`src/rtl/axis_frame_source.sv`:
```
// axis_frame_source
//   Streams one IMG_WIDTH x IMG_HEIGHT frame from a synchronous single-port
//   pixel memory onto an AXI4-Stream master. TUSER flags the first pixel,
//   TLAST the last. A 2-entry prefetch buffer absorbs TREADY backpressure.
//
// Ports
//   ACLK, ARESETn        clock, async active-low reset
//   start                one-cycle frame request (honoured only when idle)
//   rd_en, rd_addr       pixel memory read strobe / linear raster address
//   rd_data              {R,G,B}, valid one cycle after rd_en
//   M_AXIS_*             AXI4-Stream master, TDATA = {8'd0, R, G, B}
//   busy, done           frame in progress / one-cycle completion pulse
//
// state  | meaning
// S_IDLE | waiting for start, busy low
// S_RUN  | issuing reads 0..N-1 as buffer credit allows
// S_DRAIN| all reads issued, emptying buffer until beat N-1 transfers
// S_DONE | done pulse for one cycle, then back to idle
`timescale 1ns/1ps

module axis_frame_source #(
  parameter int IMG_WIDTH  = 512,
  parameter int IMG_HEIGHT = 512,
  parameter int ADDR_W     = 18
) (
  input  logic              ACLK,
  input  logic              ARESETn,
  input  logic              start,
  output logic              rd_en,
  output logic [ADDR_W-1:0] rd_addr,
  input  logic [23:0]       rd_data,
  output logic [31:0]       M_AXIS_TDATA,
  output logic              M_AXIS_TVALID,
  output logic              M_AXIS_TLAST,
  output logic              M_AXIS_TUSER,
  input  logic              M_AXIS_TREADY,
  output logic              busy,
  output logic              done
);

  localparam int                N        = IMG_WIDTH * IMG_HEIGHT;
  localparam logic [ADDR_W-1:0] LAST_IDX = ADDR_W'(N - 1);

  typedef enum logic [1:0] {S_IDLE, S_RUN, S_DRAIN, S_DONE} state_t;

  state_t            r_state;
  logic [ADDR_W-1:0] r_addr;
  logic [ADDR_W-1:0] r_beat;
  logic              r_busy;
  logic              r_done;
  logic              r_inflight;
  logic [23:0]       r_buf0;
  logic [23:0]       r_buf1;
  logic              r_wr_ptr;
  logic              r_rd_ptr;
  logic [1:0]        r_occ;

  logic              w_valid;
  logic              w_pop;
  logic [2:0]        w_level;
  logic              w_issue;
  logic [23:0]       w_head;

  assign w_valid = (r_occ != 2'd0);
  assign w_pop   = w_valid & M_AXIS_TREADY;
  // Occupancy the buffer will reach once the inflight read lands and this
  // cycle's pop retires; a new read is only allowed while that stays below 2.
  assign w_level = {1'b0, r_occ} + {2'b00, r_inflight} - {2'b00, w_pop};
  assign w_issue = (r_state == S_RUN) && (w_level < 3'd2);
  assign w_head  = r_rd_ptr ? r_buf1 : r_buf0;

  assign rd_en         = w_issue;
  assign rd_addr       = r_addr;
  assign M_AXIS_TVALID = w_valid;
  assign M_AXIS_TDATA  = w_valid ? {8'd0, w_head} : 32'd0;
  // Frame tags follow the beat counter, so they stay correct under stalls.
  assign M_AXIS_TUSER  = w_valid && (r_beat == '0);
  assign M_AXIS_TLAST  = w_valid && (r_beat == LAST_IDX);
  assign busy          = r_busy;
  assign done          = r_done;

  always_ff @(posedge ACLK or negedge ARESETn) begin
    if (!ARESETn) begin
      r_inflight <= 1'b0;
      r_buf0     <= '0;
      r_buf1     <= '0;
      r_wr_ptr   <= 1'b0;
      r_rd_ptr   <= 1'b0;
      r_occ      <= 2'd0;
    end else begin
      r_inflight <= w_issue;
      if (r_inflight) begin
        if (r_wr_ptr) r_buf1 <= rd_data;
        else          r_buf0 <= rd_data;
        r_wr_ptr <= ~r_wr_ptr;
      end
      if (w_pop) r_rd_ptr <= ~r_rd_ptr;
      r_occ <= r_occ + {1'b0, r_inflight} - {1'b0, w_pop};
    end
  end

  always_ff @(posedge ACLK or negedge ARESETn) begin
    if (!ARESETn) begin
      r_state <= S_IDLE;
      r_addr  <= '0;
      r_beat  <= '0;
      r_busy  <= 1'b0;
      r_done  <= 1'b0;
    end else begin
      r_done <= 1'b0;
      if (w_issue) r_addr <= r_addr + ADDR_W'(1);
      if (w_pop)   r_beat <= r_beat + ADDR_W'(1);
      case (r_state)
        S_IDLE: begin
          if (start) begin
            r_state <= S_RUN;
            r_addr  <= '0;
            r_beat  <= '0;
            r_busy  <= 1'b1;
          end
        end
        S_RUN: begin
          if (w_issue && (r_addr == LAST_IDX)) r_state <= S_DRAIN;
        end
        S_DRAIN: begin
          if (w_pop && (r_beat == LAST_IDX)) begin
            r_state <= S_DONE;
            r_busy  <= 1'b0;
            r_done  <= 1'b1;
          end
        end
        S_DONE:  r_state <= S_IDLE;
        default: r_state <= S_IDLE;
      endcase
    end
  end

endmodule

```
`config.mk`:
```
export PLATFORM = sky130hd
export DESIGN_NAME = axis_frame_source
export DESIGN_NICKNAME = d
export VERILOG_FILES = /design/src/rtl/axis_frame_source.sv
export SDC_FILE = /design/constraint.sdc
export NUM_CORES = 1
export LEC_CHECK = 0
export BUFFER_PORTS_ARGS = -buffer_cell sky130_fd_sc_hd__buf_2
export CAP_MARGIN = 20
export CORE_MARGIN = 10
export CORE_UTILIZATION = 34
export CTS_CLUSTER_DIAMETER = 40
export DETAILED_ROUTE_END_ITERATION = 6
export RECOVER_POWER = 100
export REMOVE_ABC_BUFFERS = 1
export SKIP_CTS_REPAIR_TIMING = 1
export SLEW_MARGIN = 20
export SYNTH_ARGS = -nofsm -noshare
export SYNTH_HDL_FRONTEND = slang
export SYNTH_SLANG_ARGS = --single-unit
```
`constraint.sdc`:
```
create_clock -name ACLK -period 5.45 [get_ports ACLK]
set_clock_uncertainty 0.2 [all_clocks]
set_input_delay 0.8175 -clock ACLK [delete_from_list [all_inputs] [get_ports ACLK]]
set_output_delay 0.8175 -clock ACLK [all_outputs]
set_load 0.05 [all_outputs]
```
### Yosys cells after proc, flatten, opt, wreduce, memory -nomap -nowiden

Cells that the tools add are included.

* register bits: 93
* bits of input ports: 28
* output and inout bits: 56
* word-level logic and storage cells: 59

* muxes and demuxes: 17
* add/sub/neg operators: 6
* bitwise gates (word level): 3
* equal/unequal tests: 8
* $lt $le $gt $ge: 1
* reductions and logical operators: 13

Operators with widths (count)
* 18-bit 2-to-1 mux: 6
* 24-bit 2-to-1 mux: 2
* 18-bit by 1-bit adder with 18-bit output, second input constant: 2
* 18-bit == test, second input constant: 2
* 18-bit logical NOT: 1
* 2-bit one-hot mux with 4 select lines: 1
* 2-bit 2-to-1 mux: 3
* 3-bit AND reduction: 2
* 1-bit logical AND: 5
* 2-bit == test, second input constant: 2
* 1-bit 2-to-1 mux: 4
* 2-bit != test, second input constant: 2
* 2-bit AND reduction: 2
* 2-bit nonzero test: 2
* 2-bit by 1-bit adder with 3-bit output: 1
* 3-bit by 2-bit less-than comparator with 1-bit output, second input constant: 1
* 3-bit by 1-bit subtractor with 3-bit output: 1
* 2-bit by 1-bit adder with 2-bit output: 1
* 2-bit by 1-bit == test with 1-bit output, second input constant: 1
* 2-bit logical NOT: 1
* 2-bit by 1-bit != test with 1-bit output, second input constant: 1
* 1-bit NOT: 2
* 1-bit one-hot mux with 2 select lines: 1
* 2-bit by 1-bit subtractor with 2-bit output: 1
* 1-bit AND: 1

### Longest topological paths before layout

* word-level depth: 8
* gate-level depth with buffers: 11
* mapped depth without buffers: 10

### Worst setup path before layout

Ideal clock, no wire load.

* path type: input-to-output
* start point: input M_AXIS_TREADY
* end point: output rd_en
* cell stages on the path: 8
* slack: 1.696 ns
* buffers on the path: 1
* arrival time: 2.737 ns
* cells stage by stage: o21ai_2 -> buf_6 -> mux2i_1 -> ha_1 -> inv_1 -> fa_1 -> nand2_1 -> nor2_1

* word-level cells in the longest chain between the ends: 4

RTL lines
* start, declared: line 36 `input logic M_AXIS_TREADY,`
* 1-bit AND: line 65 `assign w_pop = w_valid & M_AXIS_TREADY;`
* 3-bit by 1-bit subtractor with 3-bit output: line 68 `assign w_level = {1'b0, r_occ} + {2'b00, r_inflight} - {2'b00, w_pop};`
* 3-bit by 2-bit less-than comparator with 1-bit output: line 69 `assign w_issue = (r_state == S_RUN) && (w_level < 3'd2);`
* 1-bit logical AND: line 69
* end, declared: line 29 `output logic rd_en,`

No other way between the ends.

### Final worst setup path

Ends and elaborated chain as after synthesis.

==> flow_summary.yaml <==
power:
  ir_drop_mv: 0.1571
  pwr_density_cell_nw_per_um2: 601.0
  finalPower_mw: 3.149
  p_leak_nw: 2.396
detailed_routing:
  drc: 0
  viasPerCell: 4.751
  top_layer_used: "met4"
  vias: 3112
  route.antenna.remaining_nets: 0
  wl_met3_um: 627
  post_drt_wl_per_cell_um: 15.13
  dr.first_iter.drc_count: 183
  drt_wl_total_um: 9912
  dr_wl_met2_um: 4499
  drt-met1-wl_um: 4656
  firstDrtPassIters: 4
cts:
  cts-root-buf: "clkbuf_16"
  clkSinkCount: 93
  cts_htree_levels: 3
  cts.path.max_buffers: 2
  cts_tree: "built"
  clk_pin_slew_ps: 60
  numCtsBuffers: 9
  clk_latency_ps: 350
yosys:
  yosysMostFrequentCell: "dfrtp_1"
  synth_area_um2: 4534
  post-synth-top-area-cell: "dfrtp_1"
  synth_seq_area_share_pct: 51.32
  syn_inst: 399
  async_flop_share_pct: 100.0
  synth_cell_type_count: 42
  avgSynthCellArea_um2: 11.36
  netlist.area_leader.share_pct: 51.32
  netlist_top_cells_area: "dfrtp_1 (51%), mux2_2 (12%), mux2i_1 (5.7%), nor2_1 (5.2%), xor2_1 (4.1%)"
  synth_edf_count: 0
  ys_warn_count: 0
  synth-seq-cells: 93
  synth_ff_type: "dfrtp_1"
  synthTopCellsByCount: "dfrtp_1 (93), nor2_1 (63), mux2_2 (48)"
sta:
  final.setup.tns_ps: 0
  worstMarginPinSlew_ps: 1617
  rsz0062_at_grt: "false"
  final_hold_viol_count: 0
  fin_crit_ps: 3961
  fin_ws_ps: 1489
  fmax_ghz: 0.2525
  slew_violations: 68
  fin_crit_sh_pct: 72.68
  finalSetupViolations: 0
  slew-limit-headroom_pct: -7.775
  holdWs_ps: 297.0
cells_and_area:
  postLayoutCoreUtil_pct: 39.88
  drive_gt1_share_pct: 20.67
  fillerInstances: 1350
  fin_nets: 511
  syn_to_final_growth_pct: 15.54
  n_antenna_cell: 0
grt:
  grt_pass1_vias: 3220
  grt_overflow: 0
  grt_start_max_net_pins: 68
  antenna_found_initial: 0
  grtUsageTotal_pct: 11.16
  grt_pass1_wl_um: 16540
worst_setup_path:
  cp-start-kind: "primary input"
  end_kind: "output port"
  worst_ep_required_time_ps: 4430
  cp.arrival_ps: 2940
  critPathMaxFanout: 11
  timing.setup.critical_path_class: "in2out"
floorplan:
  dieArea_um2: 18350
  start_util_pct: 34.51
  die_w_um: 135.5
  fp-row-count: 42
  die_h_um: 135.5
  ios: 84
  design.core.area_um2: 13140
placed_design:
  pre_cts_slack_ps: 1673
  place_congestion: 0.7855
  portBuffers: 75
  dpl.hpwl_um: 6958
outcome:
  status: "finished with violations"
  violations: "max-capacitance violations, max-slew violations"
worst_hold_path:
  hp-class: "reg2reg"
flow_run:
  max_cap_viol_count: 1
## registers in the layout, indices dropped and copies added (netlist names), 2 cells and up
| signal | flops |
|---|---|
| r_beat | 18 |
| r_buf0 | 24 |
| r_buf1 | 24 |
| r_occ | 2 |
| r_state | 2 |
| rd_addr | 18 |
## routing by layer
metal,GRT usage (%),vias to the layer above
li1,-,1488
met1,14.40,1541
met2,16.87,71
met3,4.117,12
met4,3.768,0
met5,0,-
## final cells by class
| cell class | count | area [µm²] | share of cell area, % |
|---|---|---|---|
| inverters | 12 | 45.04 | 0.8598 |
| clock buffers | 11 | 242.7 | 4.633 |
| multi-input cells | 277 | 2022 | 38.60 |
| flip-flops and latches | 93 | 2327 | 44.42 |
| clock inverters | 5 | 36.28 | 0.6926 |
| well taps | 176 | 220.2 | 4.203 |
| repair buffers | 81 | 345.3 | 6.592 |
## critical path, stage by stage
cell      delay (ps)
clkbuf_1         140
o21ai_2          170
mux2i_1          170
ha_1             160
inv_1             40
fa_1             510
nand2_1          100
nor2_1           290
clkbuf_1         530
## worst paths after layout
path	end	cells past startpoint	slack (ps)	from
setup / recovery	rd_en	9	1490	M_AXIS_TREADY
hold / removal	r_wr_ptr	1	300	r_wr_ptr
setup reg to reg	rd_addr[5]	8	2140	r_occ[1]
hold reg to reg	r_wr_ptr	1	300	r_wr_ptr
max in group asynchronous	r_beat[9]	2	2180	ARESETn
min in group asynchronous	r_buf1[7]	1	590	ARESETn
## cells by family after synthesis
| kind of cell | after synthesis | synth area share, % |
|---|---|---|
| other | 1 | 0.08270 |
| muxes | 75 | 17.99 |
| AOI/OAI and AO/OA | 13 | 1.931 |
| xor gates and xnor gates | 35 | 6.761 |
| and+or+nand+nor | 137 | 15.31 |
| buffers and inverters | 36 | 3.946 |
| DFF | 93 | 51.32 |
| adders and majority gates | 9 | 2.649 |
## layout by cell type, fill, tap and decap left out, drive strengths merged, types with 14 or more instances in the layout
cell type	Yosys	final
mux2	49	49
xnor2	14	14
mux2i	26	26
clkbuf	9	64
xor2	21	21
dfrtp	93	93
nor2	63	63
buf	15	28
nand3	14	14
nand2	19	19
## stage by stage
stage,cells,instance area [µm²]
floorplan,382,4427
global placement,638,5067
detailed placement,639,5095
CTS,655,5374
global route,655,5239
finish,655,5239
## report_power, final
group | internal, mW | leakage (nW) | switching [mW]
Combinational | 0.459 | 1.09 | 1.04
Sequential | 0.915 | 1.18 | 0.143
Clock | 0.322 | 0.128 | 0.271
(Power assumes the default switching activity.)
